<file path="src/rtl/icache_flush_ctrl.sv">
// Instruction-cache flush controller: drains refills, enables the line sweep, acks completion.
// Optional performance counters are built only when ICACHE_FLUSH_PERF_EN is defined.
module icache_flush_ctrl #(
    parameter int unsigned DRAIN_TIMEOUT = 64,
    parameter int unsigned CNT_WIDTH     = 32
) (
    input  logic                 clk_i,
    input  logic                 rstn_i,
    input  logic                 flush_req_i,
    input  logic                 miss_pending_i,
    input  logic                 flush_done_i,
    output logic                 busy_o,
    output logic                 flush_enable_o,
    output logic                 flush_ack_o,
    output logic                 refill_abort_o,
    output logic [CNT_WIDTH-1:0] flush_count_o,
    output logic [CNT_WIDTH-1:0] stall_cycles_o
);

    localparam int unsigned TMR_W = 16;

    localparam logic [1:0] ST_IDLE  = 2'd0;
    localparam logic [1:0] ST_DRAIN = 2'd1;
    localparam logic [1:0] ST_CLEAN = 2'd2;
    localparam logic [1:0] ST_ACK   = 2'd3;

    // Timer saturates at LAST; abort is armed one count earlier so the registered pulse lands on LAST.
    localparam logic [TMR_W-1:0] TMR_LAST = TMR_W'(DRAIN_TIMEOUT - 1);
    localparam logic [TMR_W-1:0] TMR_ARM  = TMR_W'(DRAIN_TIMEOUT - 2);

    logic [1:0]       state_q, state_d;
    logic             pending_q, pending_d;
    logic [TMR_W-1:0] timer_q, timer_d;
    logic             abort_q, abort_d;

    // State, pending flag, drain timer and abort flag registers
    always_ff @(posedge clk_i or negedge rstn_i) begin
        if (!rstn_i) begin
            state_q   <= ST_IDLE;
            pending_q <= 1'b0;
            timer_q   <= '0;
            abort_q   <= 1'b0;
        end else begin
            state_q   <= state_d;
            pending_q <= pending_d;
            timer_q   <= timer_d;
            abort_q   <= abort_d;
        end
    end

    // Next-state logic; requests in DRAIN are absorbed, in CLEAN/ACK they collapse into one pending flush
    always_comb begin
        state_d   = state_q;
        pending_d = pending_q;
        timer_d   = timer_q;
        abort_d   = 1'b0;
        case (state_q)
            ST_IDLE: begin
                if (flush_req_i) begin
                    state_d = ST_DRAIN;
                    timer_d = '0;
                end
            end
            ST_DRAIN: begin
                if (!miss_pending_i) begin
                    state_d = ST_CLEAN;
                end else begin
                    if (timer_q != TMR_LAST) begin
                        timer_d = timer_q + TMR_W'(1);
                    end
                    abort_d = (timer_q == TMR_ARM);
                end
            end
            ST_CLEAN: begin
                if (flush_req_i) begin
                    pending_d = 1'b1;
                end
                if (flush_done_i) begin
                    state_d = ST_ACK;
                end
            end
            ST_ACK: begin
                if (pending_q || flush_req_i) begin
                    pending_d = 1'b0;
                    state_d   = ST_DRAIN;
                    timer_d   = '0;
                end else begin
                    state_d = ST_IDLE;
                end
            end
            default: begin
                state_d = ST_IDLE;
            end
        endcase
    end

    assign busy_o         = (state_q != ST_IDLE);
    assign flush_enable_o = (state_q == ST_CLEAN);
    assign flush_ack_o    = (state_q == ST_ACK);
    assign refill_abort_o = abort_q;

`ifdef ICACHE_FLUSH_PERF_EN
    logic [CNT_WIDTH-1:0] flush_cnt_q;
    logic [CNT_WIDTH-1:0] stall_cnt_q;

    // Saturating performance counters
    always_ff @(posedge clk_i or negedge rstn_i) begin
        if (!rstn_i) begin
            flush_cnt_q <= '0;
            stall_cnt_q <= '0;
        end else begin
            if ((state_q == ST_ACK) && (flush_cnt_q != '1)) begin
                flush_cnt_q <= flush_cnt_q + CNT_WIDTH'(1);
            end
            if ((state_q != ST_IDLE) && (stall_cnt_q != '1)) begin
                stall_cnt_q <= stall_cnt_q + CNT_WIDTH'(1);
            end
        end
    end

    assign flush_count_o  = flush_cnt_q;
    assign stall_cycles_o = stall_cnt_q;
`else
    assign flush_count_o  = '0;
    assign stall_cycles_o = '0;
`endif

endmodule

</file>
<file path="config.mk">
export PLATFORM = sky130hd
export DESIGN_NAME = icache_flush_ctrl
export DESIGN_NICKNAME = d
export VERILOG_FILES = /design/src/rtl/icache_flush_ctrl.sv
export SDC_FILE = /design/constraint.sdc
export NUM_CORES = 1
export LEC_CHECK = 0
export ABC_AREA = 1
export CAP_MARGIN = 20
export CORE_UTILIZATION = 46
export CTS_BUF_LIST = sky130_fd_sc_hd__clkbuf_2
export DETAILED_ROUTE_END_ITERATION = 6
export PLACE_DENSITY = 0.94
export SLEW_MARGIN = 5
export SYNTH_ARGS = -nofsm -noshare
export SYNTH_HDL_FRONTEND = slang
export SYNTH_SLANG_ARGS = --single-unit
</file>
<file path="constraint.sdc">
create_clock -name clk_i -period 1.8 [get_ports clk_i]
set_input_delay 0.36 -clock clk_i [delete_from_list [all_inputs] [get_ports clk_i]]
set_output_delay 0.36 -clock clk_i [all_outputs]
set_load 0.03 [all_outputs]
</file>
==> results.sh <==
export IMPL_clock_slew_seen_by_the_registers_of_the_worst_setup_and_hold_paths_ns=0.18
export IMPL_max_vdd_ir_drop_v=0.0005071
export IMPL_num_io_pins=73
export IMPL_design_area_um2=1839
export IMPL_avgSynthCellArea_um2=6.827
export IMPL_reg2reg_to="timer_q[3]$_DFFE_PN0P_"
export IMPL_final_antenna_net_count=0
export IMPL_fin_worst_skew_ns=0.007039
export IMPL_floorplan_die_width_um=66
export IMPL_period_share=0.9548
export IMPL_reg2reg_setup_slack_ns=0.13
export IMPL_drtPass1Iterations=6
export IMPL_route_vias_total=1542
export IMPL_critical_path_class="reg2out"
export IMPL_cp_cell_sequence="ha_1 -> dlygate4sd2_1"
export IMPL_filler_cell_count=384
export IMPL_r2r_worst_path_cells=9
export IMPL_routabilityCongestion=0.8626
export IMPL_detailedPlace_worstSlack_ns=0.04520
export IMPL_setup_worst_path_start="state_q[1]$_DFFE_PN0P_"
export IMPL_cp_num_buf_inv=1
export IMPL_multi_input_area_um2=1022
export IMPL_grt_pass1_wl_um=5457
export IMPL_placed_area_um2=1824
export IMPL_synth_edf_count=0
export IMPL_path_delay_family="flip-flops"
export IMPL_final_layout_setup_total_negative_slack_ns=0
export IMPL_layoutNonFillerInstCount=341
export IMPL_clk_root_buffer_cell="clkbuf_2"
export IMPL_timing_final_setup_violations=0
export IMPL_synthMostInstantiatedCell="nand2_1"
export IMPL_cts_hold_fix_buffers=0
export IMPL_static_leakage_power_nw=1.067
export IMPL_clock_insertion_delay_worst_skew_ns=0.32
export IMPL_wl_per_cell_um=9.279
export IMPL_end_kind="primary output"
export IMPL_die_h_um=66
export IMPL_yosysWarningCount=0
export IMPL_diodes=0
export IMPL_post_route_worst_setup_slack_ns=0.08144
export IMPL_seq_area_um2=500.5
export IMPL_number_of_nets_in_the_final_layout=308
export IMPL_cp_max_fo=4
export IMPL_cell_taking_the_most_area_after_synthesis="dfrtp_1"
export IMPL_async_reset_ff_frac=1.000
export IMPL_place_port_buffers=8
export IMPL_number_of_antenna_violations_at_the_first_check_in_global_routing=0
export IMPL_routed_wirelength_um=3164
export IMPL_slowest_stage="dfrtp_1"
export IMPL_hold_viol=0
export IMPL_dp_hpwl_um=2468
export IMPL_ys_seq_area_frac=0.2656
export IMPL_route_detailed_vias_per_inst=4.522
export IMPL_start_util=0.4960
export IMPL_hold_wc_path_type="in2async"
export IMPL_tritoncts="done"
export IMPL_crit_reg2reg_launch="timer_q[1]$_DFFE_PN0P_"
export IMPL_grt_setup_unrepaired="false"
export IMPL_numClockSinks=20
export IMPL_status="complete, no violations"
export IMPL_count_of_unresolved_drc_violations_after_routing=0
export IMPL_cts_buffers=3
export IMPL_final_design_utilization=0.4842
export IMPL_drt_iter0_drc=70
export IMPL_yosys_cell_types_count=25
export IMPL_arrival_ns=1.36
export IMPL_cts_max_path_buffers=2
export IMPL_cp_slowest_stage_delay_ns=0.44
export IMPL_drive_above_1_share=0.07167
export IMPL_syn_area_um2=1884
export IMPL_grt_start_max_net_pins=21
export IMPL_synth_top_cells_by_area="dfrtp_1 (27%), buf_4 (25%), nand2_1 (16%)"
export IMPL_post_route_min_period_ns=1.719
export IMPL_yosysTopAreaCellShare=0.2656
export IMPL_cp_required_ns=1.44
export IMPL_pwr_density_cell_nw_per_um2=950.2
export IMPL_synth_ff_type="dfrtp_1"
export IMPL_syn_instance_count=276
export IMPL_fp_coreArea_um2=3799
export IMPL_synthTopCellsByCount="nand2_1 (78), buf_4 (64), nor2_1 (30)"
export IMPL_first_global_vias=1358
export IMPL_element_type_at_the_critical_path_start="register"
export IMPL_maxSlewViolCount=0
export IMPL_placement_rows=22
export IMPL_placed_cells=337
export IMPL_max_cap_viol_count=0
export IMPL_ctsHtreeMaxLevel=1
export IMPL_groute_usage_overall=0.1619
export IMPL_gr_total_overflow=0
export IMPL_areaGrowthSynthToFinish_pct=-2.391
export IMPL_synthesis_stage_register_bit_count=20
export IMPL_fp_dieArea_um2=4356
export IMPL_max_clk_rate_mhz=581.9
## worst max-delay path by stage
stage,to,slack [ns],depth (start not counted)
after floorplan,timer_q[12]$_DFFE_PN0P_,0.18,9
after global placement,refill_abort_o$_DFF_PN0_,0.08,4
after detailed placement,timer_q[12]$_DFFE_PN0P_,0.05,9
after CTS,flush_enable_o,0.005,3
after global routing,timer_q[3]$_DFFE_PN0P_,0.005,9
final,flush_ack_o,0.08,2
## through the flow
step / hold WS [ns] / power (mW)
after floorplan: 0.06441 / 1.413
after global placement: 0.5082 / 1.546
after detailed placement: 0.5315 / 1.576
after CTS: 0.3599 / 1.739
after global routing: 0.3346 / 1.893
final: 0.3384 / 1.748
## flip-flops by register name, indices dropped and copies added (netlist names)
register,cells
timer_q,16
state_q,2
pending_q,1
refill_abort_o,1
## report_power, final
| part | total, mW | leakage (nW) | internal (mW) | switching [mW] |
|---|---|---|---|---|
| Sequential | 0.555 | 0.273 | 0.505 | 0.0500 |
| Combinational | 1.01 | 0.782 | 0.300 | 0.711 |
| Clock | 0.181 | 0.0125 | 0.0454 | 0.136 |
| Total | 1.75 | 1.07 | 0.851 | 0.897 |
## cells by family after synthesis
logic type,Yosys count,share of synthesized area
AOI/OAI and AO/OA,14,0.03984
xor gates and xnor gates,3,0.01395
adders and majority gates,8,0.05312
buffers and inverters,93,0.3174
DFF,20,0.2656
other,1,0.001990
and+or+nand+nor,137,0.3081
## what timing repair did
item                                    CTS  global route
gates resized for setup                   5             5
setup buffers                             0             1
cloned                                    0             0
endpoints found under the setup margin    3             4
## cells in the final DEF, fill, tap and decap left out, types with 2 or more instances in the layout
cell	synthesis	routed
clkbuf_2	0	4
a21oi_1	2	2
inv_1	25	25
nand2_1	78	78
conb_1	1	64
xor2_1	3	3
o21bai_1	2	2
buf_4	64	9
ha_1	8	8
dfrtp_1	20	20
nand3_1	16	16
o21ai_0	10	10
nand2_4	2	2
nor2_1	30	30
clkdlybuf4s50_1	0	5
nand4_1	4	4
## per-layer routing
layer  vias up  GRT usage  share of wire
met1       694     0.1964           0.42
met4         0    0.07447          0.017
met3         7    0.03276          0.080
li1        760          -              -
met2        81     0.2730           0.48
met5         -          0              0
## final cells by class
class / count / area share
timing repair buffer: 17 / 0.07415
multi-input combinational: 226 / 0.5558
clock buffer: 3 / 0.008163
tap: 48 / 0.03265
sequential: 20 / 0.2721
inverter: 27 / 0.05714
Power figures use the tool's default switching activity.
